$ cat config.mk
export PLATFORM = sky130hd
export DESIGN_NAME = arcade_input_mapper
export DESIGN_NICKNAME = d
export VERILOG_FILES = /design/src/rtl/arcade_input_mapper.sv
export SDC_FILE = /design/constraint.sdc
export NUM_CORES = 1
export LEC_CHECK = 0
export BUFFER_PORTS_ARGS = -buffer_cell sky130_fd_sc_hd__buf_2
export CAP_MARGIN = 20
export CORE_MARGIN = 5
export CORE_UTILIZATION = 35
export DETAILED_ROUTE_END_ITERATION = 7
export PLACE_DENSITY = 0.64
export SLEW_MARGIN = 20
export SYNTH_ARGS = -nofsm -noshare
export SYNTH_HDL_FRONTEND = slang
export SYNTH_SLANG_ARGS = --single-unit
$ cat constraint.sdc
create_clock -name clk_sys -period 2.2 [get_ports clk_sys]
set_input_delay 0.22 -clock clk_sys [delete_from_list [all_inputs] [get_ports clk_sys]]
set_output_delay 0.22 -clock clk_sys [all_outputs]
set_load 0.01 [all_outputs]
$ cat src/rtl/arcade_input_mapper.sv
// rtl/arcade_input_mapper.sv - PS/2 + joystick merge, rotation and coin stretch for arcade cores; optional AUTOFIRE_EN
module arcade_input_mapper #(
    parameter int          NUM_PLAYERS = 2,
    parameter int          BTN_W       = 2,
    parameter logic [15:0] COIN_CYCLES = 16'd2400,
    parameter logic [15:0] AF_HALF     = 16'd3000
) (
    input  logic                      clk_sys,
    input  logic                      reset,
    input  logic [10:0]               ps2_key,
    input  logic [16*NUM_PLAYERS-1:0] joy_i,
    input  logic [1:0]                rot_i,
`ifdef AUTOFIRE_EN
    input  logic [NUM_PLAYERS-1:0]    autofire_i,
`endif
    output logic [4*NUM_PLAYERS-1:0]  dir_o,
    output logic [BTN_W*NUM_PLAYERS-1:0] btn_o,
    output logic [NUM_PLAYERS-1:0]    start_o,
    output logic [NUM_PLAYERS-1:0]    coin_o,
    output logic                      key_any_o
);

    typedef enum logic {
        C_IDLE,
        C_PULSE
    } coin_st_t;

    // Player 1 key regs: 0 U, 1 D, 2 L, 3 R, 4 btn0 (029), 5 btn0 (014), 6 btn1, 7 start, 8 coin
    logic [8:0] r_k1;
    // Player 2 key regs: 0 U, 1 D, 2 L, 3 R, 4 btn0, 5 btn1, 6 start, 7 coin
    logic [7:0] r_k2;
    logic       r_tog;
    logic       r_key_any;
    logic       w_evt;
    logic       w_unused_joy;

    assign w_evt        = ps2_key[10] ^ r_tog;
    assign key_any_o    = r_key_any;
    // Unused joystick fields (bits 14/15, buttons beyond BTN_W) are deliberately ignored
    assign w_unused_joy = ^joy_i;

    // Direction vector is {U,D,L,R}; each case names which input feeds each output
    function automatic logic [3:0] f_rotate(input logic [3:0] d, input logic [1:0] r);
        case (r)
            2'd0:    f_rotate = d;
            2'd1:    f_rotate = {d[1], d[0], d[2], d[3]};
            2'd2:    f_rotate = {d[2], d[3], d[0], d[1]};
            default: f_rotate = {d[0], d[1], d[3], d[2]};
        endcase
    endfunction

    // Track the PS/2 toggle bit and latch the pressed state of mapped keys on each event
    always_ff @(posedge clk_sys) begin
        r_tog <= ps2_key[10];
        if (reset) begin
            r_k1 <= '0;
            r_k2 <= '0;
        end else if (w_evt) begin
            case ({ps2_key[8], ps2_key[7:0]})
                9'h175:  r_k1[0] <= ps2_key[9];
                9'h172:  r_k1[1] <= ps2_key[9];
                9'h16B:  r_k1[2] <= ps2_key[9];
                9'h174:  r_k1[3] <= ps2_key[9];
                9'h029:  r_k1[4] <= ps2_key[9];
                9'h014:  r_k1[5] <= ps2_key[9];
                9'h011:  r_k1[6] <= ps2_key[9];
                9'h016:  r_k1[7] <= ps2_key[9];
                9'h02E:  r_k1[8] <= ps2_key[9];
                9'h02D:  r_k2[0] <= ps2_key[9];
                9'h02B:  r_k2[1] <= ps2_key[9];
                9'h023:  r_k2[2] <= ps2_key[9];
                9'h034:  r_k2[3] <= ps2_key[9];
                9'h01C:  r_k2[4] <= ps2_key[9];
                9'h01B:  r_k2[5] <= ps2_key[9];
                9'h01E:  r_k2[6] <= ps2_key[9];
                9'h036:  r_k2[7] <= ps2_key[9];
                default: ;
            endcase
        end
    end

    // Registered "any mapped key held" flag
    always_ff @(posedge clk_sys) begin
        if (reset) r_key_any <= 1'b0;
        else       r_key_any <= (|r_k1) | (|r_k2);
    end

    for (genvar p = 0; p < NUM_PLAYERS; p++) begin : g_player
        logic [3:0]       w_kd;
        logic [BTN_W-1:0] w_kb;
        logic             w_ks;
        logic             w_kc;
        logic [3:0]       w_rd;
        logic [BTN_W-1:0] w_rb;
        logic             w_rs;
        logic             w_rc;
        logic             w_req;
        logic [3:0]       r_dir;
        logic [BTN_W-1:0] r_btn;
        logic             r_start;
        coin_st_t         r_st;
        logic [15:0]      r_cnt;
        logic             r_coin;
        logic             r_req;
        logic             r_req_d;
`ifdef AUTOFIRE_EN
        logic             r_af_on;
        logic [15:0]      r_af_cnt;
`endif

        // Keyboard only reaches players 1 and 2
        if (p == 0) begin : g_kb1
            assign w_kd = {r_k1[0], r_k1[1], r_k1[2], r_k1[3]};
            assign w_kb = BTN_W'({r_k1[6], r_k1[4] | r_k1[5]});
            assign w_ks = r_k1[7];
            assign w_kc = r_k1[8];
        end else if (p == 1) begin : g_kb2
            assign w_kd = {r_k2[0], r_k2[1], r_k2[2], r_k2[3]};
            assign w_kb = BTN_W'({r_k2[5], r_k2[4]});
            assign w_ks = r_k2[6];
            assign w_kc = r_k2[7];
        end else begin : g_kbn
            assign w_kd = '0;
            assign w_kb = '0;
            assign w_ks = 1'b0;
            assign w_kc = 1'b0;
        end

        assign w_rd = joy_i[16*p +: 4] | w_kd;
        assign w_rb = joy_i[16*p+4 +: BTN_W] | w_kb;
        assign w_rs = joy_i[16*p+12] | w_ks;
        assign w_rc = joy_i[16*p+13] | w_kc;

        // Start + button1 doubles as a coin insert when a second button exists
        if (BTN_W >= 2) begin : g_combo
            assign w_req = w_rc | (w_rs & w_rb[1]);
        end else begin : g_nocombo
            assign w_req = w_rc;
        end

        // Registered direction (rotated), buttons and start; button 0 may be autofired
        always_ff @(posedge clk_sys) begin
            if (reset) begin
                r_dir   <= '0;
                r_btn   <= '0;
                r_start <= 1'b0;
`ifdef AUTOFIRE_EN
                r_af_on  <= 1'b0;
                r_af_cnt <= '0;
`endif
            end else begin
                r_dir   <= f_rotate(w_rd, rot_i);
                r_btn   <= w_rb;
                r_start <= w_rs;
`ifdef AUTOFIRE_EN
                if (autofire_i[p] && w_rb[0]) begin
                    if (!r_af_on) begin
                        r_af_on  <= 1'b1;
                        r_btn[0] <= 1'b1;
                        r_af_cnt <= AF_HALF - 16'd1;
                    end else if (r_af_cnt == 16'd0) begin
                        r_btn[0] <= ~r_btn[0];
                        r_af_cnt <= AF_HALF - 16'd1;
                    end else begin
                        r_btn[0] <= r_btn[0];
                        r_af_cnt <= r_af_cnt - 16'd1;
                    end
                end else begin
                    r_af_on  <= 1'b0;
                    r_af_cnt <= '0;
                end
`endif
            end
        end

        // Coin stretcher: a request rising edge in IDLE starts a fixed-length pulse
        always_ff @(posedge clk_sys) begin
            if (reset) begin
                r_st    <= C_IDLE;
                r_cnt   <= '0;
                r_coin  <= 1'b0;
                r_req   <= 1'b0;
                r_req_d <= 1'b0;
            end else begin
                r_req   <= w_req;
                r_req_d <= r_req;
                case (r_st)
                    C_IDLE: begin
                        if (r_req && !r_req_d) begin
                            r_st   <= C_PULSE;
                            r_cnt  <= COIN_CYCLES - 16'd1;
                            r_coin <= 1'b1;
                        end
                    end
                    C_PULSE: begin
                        if (r_cnt == 16'd0) begin
                            r_st   <= C_IDLE;
                            r_coin <= 1'b0;
                        end else begin
                            r_cnt <= r_cnt - 16'd1;
                        end
                    end
                    default: r_st <= C_IDLE;
                endcase
            end
        end

        assign dir_o[4*p +: 4]         = r_dir;
        assign btn_o[BTN_W*p +: BTN_W] = r_btn;
        assign start_o[p]              = r_start;
        assign coin_o[p]               = r_coin;
    end

endmodule

==> impl_metrics.yaml, run 1 <==
synth:
  synthFlopType: "dfxtp_1"
  ys_types: 52
  synth-seq-cells: 73
  synth_common_cells: "dfxtp_1 (73), nor2_1 (55), a21oi_1 (33)"
  yosysMostFrequentCell: "dfxtp_1"
  synth_area_leaders: "dfxtp_1 (40%), mux2i_1 (7.7%), nor2_1 (5.7%)"
  yosys_warnings: 0
  synth.top_cell.area_share: 0.401
  syn_nets: 485
  synth_edf_count: 0
  async_reset_ff_frac: 0
  netlist_instances: 436
  yosys.area.top_type: "dfxtp_1"
  avgSynthCellArea_sq_um: 8.36
  ys_seq_area_frac: 0.401
  netlist_area_sq_um: 3640
clock_tree:
  clock-sinks: 73
  cts_buffers: 9
  cts_tree: "done"
  ctsResizeCount: 0
  htreeDepth: 3
  clockRootBuffer: "clkbuf_8"
  cts_buffer_depth: 2
  path_clk_slew_ns: 0.08
  insertion_delay_ns: 0.34
floorplan:
  die_h_um: 112
  io_pins: 64
  initial_utilization: 0.356
  die_area_sq_um: 12600
  die_w_um: 112
  placeableCoreArea_sq_um: 10200
  rows: 37
setup_path:
  crit_chain: "or4b_4, or2_0, or3_1, mux2_4"
  cpMaxStageDelayCell: "or4b_4"
  cp-start-kind: "register"
  critPathCaptureType: "register"
  crit_arrival_ns: 2.26
  crit_required_ns: 2.43
  crit_fanout: 7
  crit_type: "reg2reg"
  r2r_setup_slack_ns: 0.17
  max_stage_delay_ns: 0.57
sta:
  slew_viol_final: 0
  relSlewSlack: 0.645
  layout_setup_ws_ns: 0.165
  post-route-min-period_ns: 2.03
  min_period_over_period: 0.925
  worstMarginPinSlew_ns: 0.528
  fin_worst_skew_ns: 0.00784
  finalSetupTns_ns: 0
  hold_viol: 0
  rsz0062_at_grt: "false"
  fmax_ghz: 0.491
  setup_viol: 0
global_routing:
  grt_first_pass_wirelength_um: 14400
  grtUsageTotal: 0.137
  grt_remaining_overflow: 0
  grt_max_degree: 34
  antenna_found_initial: 0
  grt_pass1_vias: 3129
power_and_ir_drop:
  power-per-cell-area_nw_per_um2: 792
  ir_drop_uv: 390
  power.total_w: 0.00337
  internal_power_w: 0.00230
  comb_power_share: 0.244
  p_leak_nw: 1.75
  p_sw_w: 0.00107
  seqPwrFrac: 0.453
  switching_share: 0.318
  pwr-share-clk: 0.303
detailed_routing:
  route.vias.total: 3405
  ant_nets: 0
  routed_via_density: 5.40
  drc: 0
  dr.pass1.iters: 4
  route.detailed.wl_per_inst_um: 13.6
  dr.first_iter.drc_count: 142
  wl_um: 8600
place:
  dp.cells: 613
  portBuffers: 47
  placed_area_sq_um: 4060
  gp_congestion: 0.873
  dp_hpwl_um: 6420
  place_ws_ns: 0.181
hold_path:
  hp-class: "in2reg"
final_layout:
  syn_to_final_growth_pct: 16.9
  diodes: 0
  drive_above_1_share: 0.186
  num-nets-final: 538
  finalNonFillerCells: 630
  fin_area_sq_um: 4260
run_status:
  outcome: "finished, final reports clean"
job:
  maxCapViolations: 0
[power by group through the flow]
stage               clock, W  combinational (W)  sequential (W)
floorplan                  0           0.000573         0.00153
global placement           0           0.000804         0.00155
detailed placement         0           0.000817         0.00156
CTS                  0.00105           0.000822         0.00153
global route         0.00112           0.000925         0.00155
finish               0.00102           0.000823         0.00153
[placed cells by master, fill, tap and decap left out, types with 2 or more instances in the layout]
cell type / n
o21ai_0: 6
nor2_1: 55
o211ai_1: 4
nor3_1: 25
and4_1: 2
o31ai_1: 9
nor4_1: 16
a21oi_1: 33
o22ai_1: 2
nand3_1: 11
and2_1: 2
nand4b_1: 3
inv_1: 11
ha_1: 2
buf_2: 47
nor2b_1: 5
a31o_2: 5
mux2i_1: 28
or3_1: 14
or2_2: 3
nand2b_1: 23
nor4_2: 2
a311oi_1: 5
clkbuf_8: 9
clkinv_2: 4
nor4b_1: 4
dfxtp_1: 73
a211oi_1: 4
nand2_1: 28
or4_1: 8
nand4_1: 10
nor3b_1: 3
buf_4: 16
[final cells by class]
| class | instances | area [sq um] |
|---|---|---|
| Timing Repair Buffer | 64 | 365 |
| Fill cell | 1023 | 5970 |
| Sequential cell | 73 | 1460 |
| Inverter | 11 | 41.3 |
| Tap cell | 136 | 170 |
| Multi-Input combinational cell | 330 | 2030 |
| Clock buffer | 10 | 128 |
| Clock inverter | 6 | 58.8 |
[kinds of logic (layout without fill, tap and decap cells)]
group / after synthesis / after routing / synth area share
and+or+nand+nor: 222 / 222 / 0.332
adders and majority gates: 2 / 2 / 0.00687
muxes: 29 / 29 / 0.0810
xor gates and xnor gates: 1 / 1 / 0.00240
buffers and inverters: 33 / 91 / 0.0405
DFF: 73 / 73 / 0.401
AOI/OAI and AO/OA: 76 / 76 / 0.136
[per-stage QoR]
stage / utilization / hold WS (ns)
global placement: 0.397 / 0.349
global route: 0.416 / 0.0815
detailed placement: 0.397 / 0.352
finish: 0.416 / 0.0854
CTS: 0.416 / 0.0646
floorplan: - / 0.248
[path summary, 6_finish.rpt]
check | cells after the start | from | endpoint
worst max-delay path | 4 | g_player[1].r_cnt[0] | g_player[1].r_cnt[5]
worst min register to register | 1 | g_player[0].r_req | g_player[0].r_req_d
worst max register to register | 4 | g_player[1].r_cnt[0] | g_player[1].r_cnt[5]
worst min-delay path | 3 | joy_i[20] | g_player[1].r_btn[0]
[timing repair]
action                    4_1_cts  5_1_grt
setup buffers                   0        0
hold buffers                    1        0
hold endpoints to repair        1        0
[routing by layer]
| layer | wire, um | global-route usage | share of wire | vias to the layer above |
|---|---|---|---|---|
| met5 | 0 | 0 | 0 | - |
| met4 | 144 | 0.0449 | 0.017 | 0 |
| met3 | 452 | 0.0377 | 0.053 | 13 |
| met2 | 3900 | 0.213 | 0.45 | 82 |
| met1 | 4100 | 0.186 | 0.48 | 1598 |
| li1 | - | - | - | 1712 |
[flip-flops by register name (all words and copies together), names as in the netlist, 4 cells and up]
register        flops
r_k1                9
r_k2                8
g_player.r_dir      8
g_player.r_btn      4
g_player.r_cnt     32
[critical path: cells and delay by family (launching register included)]
| kind | cells | cell delay [ns] |
|---|---|---|
| AND/OR/NAND/NOR | 3 | 1.30 |
| flip-flops | 1 | 0.33 |
| multiplexers | 1 | 0.30 |
No activity file was read; power rests on OpenSTA's default activity.
==> run 2: changes to the inputs <==
- MAX_ROUTING_LAYER: default -> met4
==> run 2 against run 1 <==
Maximum frequency about the same. Utilization unchanged. Sequential cell count did not move. Worst setup slack gained 0.00083 ns. Wire length is 0.56% higher. Critical endpoint unchanged. Largest cell class unchanged. Sequential share of layout area did not move. Highest routed layer unchanged. Non-clock buffer count stayed put. Clock power about the same.
==> impl_metrics.yaml, run 2 (synthesis results as in run 1) <==
final_layout:
  regMostFlops: "g_player.r_cnt"
  top_regs: "g_player.r_cnt (32), r_k1 (9)"
  syn_to_final_growth_pct: 16.9
  final_cell_mix: "dfxtp_1 (73), nor2_1 (55), buf_2 (47)"
  finalNonFillerCells: 630
  drive_above_1_share: 0.186
  layout_commonest_cell: "dfxtp_1"
  nFillCells: 1023
  fin_util: 0.416
  num-nets-final: 538
  diodes: 0
  largest_reg_flops: 32
global_routing:
  use_met2: 0.213
  grt_first_pass_wirelength_um: 14400
  met3_usage: 0.0345
  busiest_layer: "met2"
  antenna_found_initial: 0
  grt_pass1_vias: 3129
  grtUsageTotal: 0.142
  grtUsageMet1: 0.188
  grt_remaining_overflow: 0
  grt_max_degree: 34
power_and_ir_drop:
  seqPwrFrac: 0.453
  pwr-share-clk: 0.303
  p_leak_nw: 1.75
  comb_power_share: 0.244
  p_sw_w: 0.00108
  power.total_w: 0.00338
  internal_power_w: 0.00230
  ir_drop_uv: 391
  power-per-cell-area_nw_per_um2: 793
  switching_share: 0.318
place:
  portBuffers: 47
  dp.cells: 613
  gp_congestion: 0.888
  dp_hpwl_um: 6420
clock_tree:
  cts_tree: "done"
  cts_buffers: 9
  clock-sinks: 73
  clockRootBuffer: "clkbuf_8"
  cts_buffer_depth: 2
  htreeDepth: 3
  insertion_delay_ns: 0.34
  path_clk_slew_ns: 0.08
floorplan:
  die_h_um: 112
  rows: 37
  die_w_um: 112
  placeableCoreArea_sq_um: 10200
  io_pins: 64
  initial_utilization: 0.356
  die_area_sq_um: 12600
detailed_routing:
  ant_nets: 0
  wl_um: 8640
  routed_via_density: 5.39
  dr.first_iter.drc_count: 137
  route.vias.total: 3398
  drc: 0
  dr.pass1.iters: 4
  route.detailed.wl_per_inst_um: 13.7
setup_path:
  crit_fanout: 7
  cp-startpoint: "g_player[1].r_cnt[0]"
  reg2reg_depth: 4
  crit_required_ns: 2.43
  cp-endpoint: "g_player[1].r_cnt[5]"
  crit_arrival_ns: 2.26
  critPathCaptureType: "register"
  r2r-start: "g_player[1].r_cnt[0]"
  worst_r2r_endpoint: "g_player[1].r_cnt[5]"
  crit_type: "reg2reg"
  cp-start-kind: "register"
  r2r_setup_slack_ns: 0.17
sta:
  setup_viol: 0
  finalSetupTns_ns: 0
  worstMarginPinSlew_ns: 0.528
  fmax_ghz: 0.492
  slew_viol_final: 0
  fin_worst_skew_ns: 0.00841
  hold_viol: 0
  relSlewSlack: 0.645
  post-route-min-period_ns: 2.03
  min_period_over_period: 0.924
  rsz0062_at_grt: "false"
job:
  maxCapViolations: 0
run_status:
  outcome: "finished, final reports clean"
hold_path:
  hp-class: "in2reg"
-- run 2: worst min-delay path by stage --
stage / from / endpoint / slack (ns) / depth (start not counted)
2_1_floorplan: ps2_key[10] / r_tog / 0.25 / 0
3_3_place_gp: ps2_key[10] / r_tog / 0.35 / 1
3_5_place_dp: ps2_key[10] / r_tog / 0.35 / 1
4_1_cts: joy_i[20] / g_player[1].r_btn[0] / 0.06 / 3
5_1_grt: joy_i[20] / g_player[1].r_btn[0] / 0.08 / 3
6_report: joy_i[20] / g_player[1].r_btn[0] / 0.08 / 3
-- run 2: power groups by stage --
stage | clock network [W] | logic [W] | registers (W)
2_1_floorplan | 0 | 0.000573 | 0.00153
3_3_place_gp | 0 | 0.000804 | 0.00155
3_5_place_dp | 0 | 0.000817 | 0.00156
4_1_cts | 0.00105 | 0.000822 | 0.00153
5_1_grt | 0.00112 | 0.000925 | 0.00155
6_report | 0.00102 | 0.000823 | 0.00153
-- run 2: critical path, cell delays in order, from the launching register on --
cell	delay, ns
dfxtp_1	0.33
or4b_4	0.57
or2_0	0.33
or3_1	0.40
mux2_4	0.30
-- run 2: what timing repair did --
action | in CTS | in global routing
hold endpoints to repair | 1 | 0
hold buffers | 1 | 0
resized for setup | 0 | 0
setup buffers | 0 | 0
-- run 2: cell type report --
cell class	instances	area, sq um	area share
multi-input combinational	330	2030	0.478
tap	136	170	0.0400
sequential	73	1460	0.343
timing repair buffer	64	365	0.0858
clock buffer	10	128	0.0300
inverter	11	41.3	0.00969
clock inverter	6	58.8	0.0138
-- run 2: routing by layer --
layer	vias to the layer above	share of wire
met5	-	0
li1	1715	-
met4	0	0.016
met3	12	0.048
met1	1589	0.48
met2	82	0.45
-- run 2: per-stage QoR --
stage	cell area [sq um]	hold WS (ns)	worst slack (ns)
finish	4260	0.0817	0.166
global route	4260	0.0815	0.0502
CTS	4260	0.0646	0.168
detailed placement	4060	0.352	0.181
global placement	4060	0.349	0.192
floorplan	3640	0.248	0.207
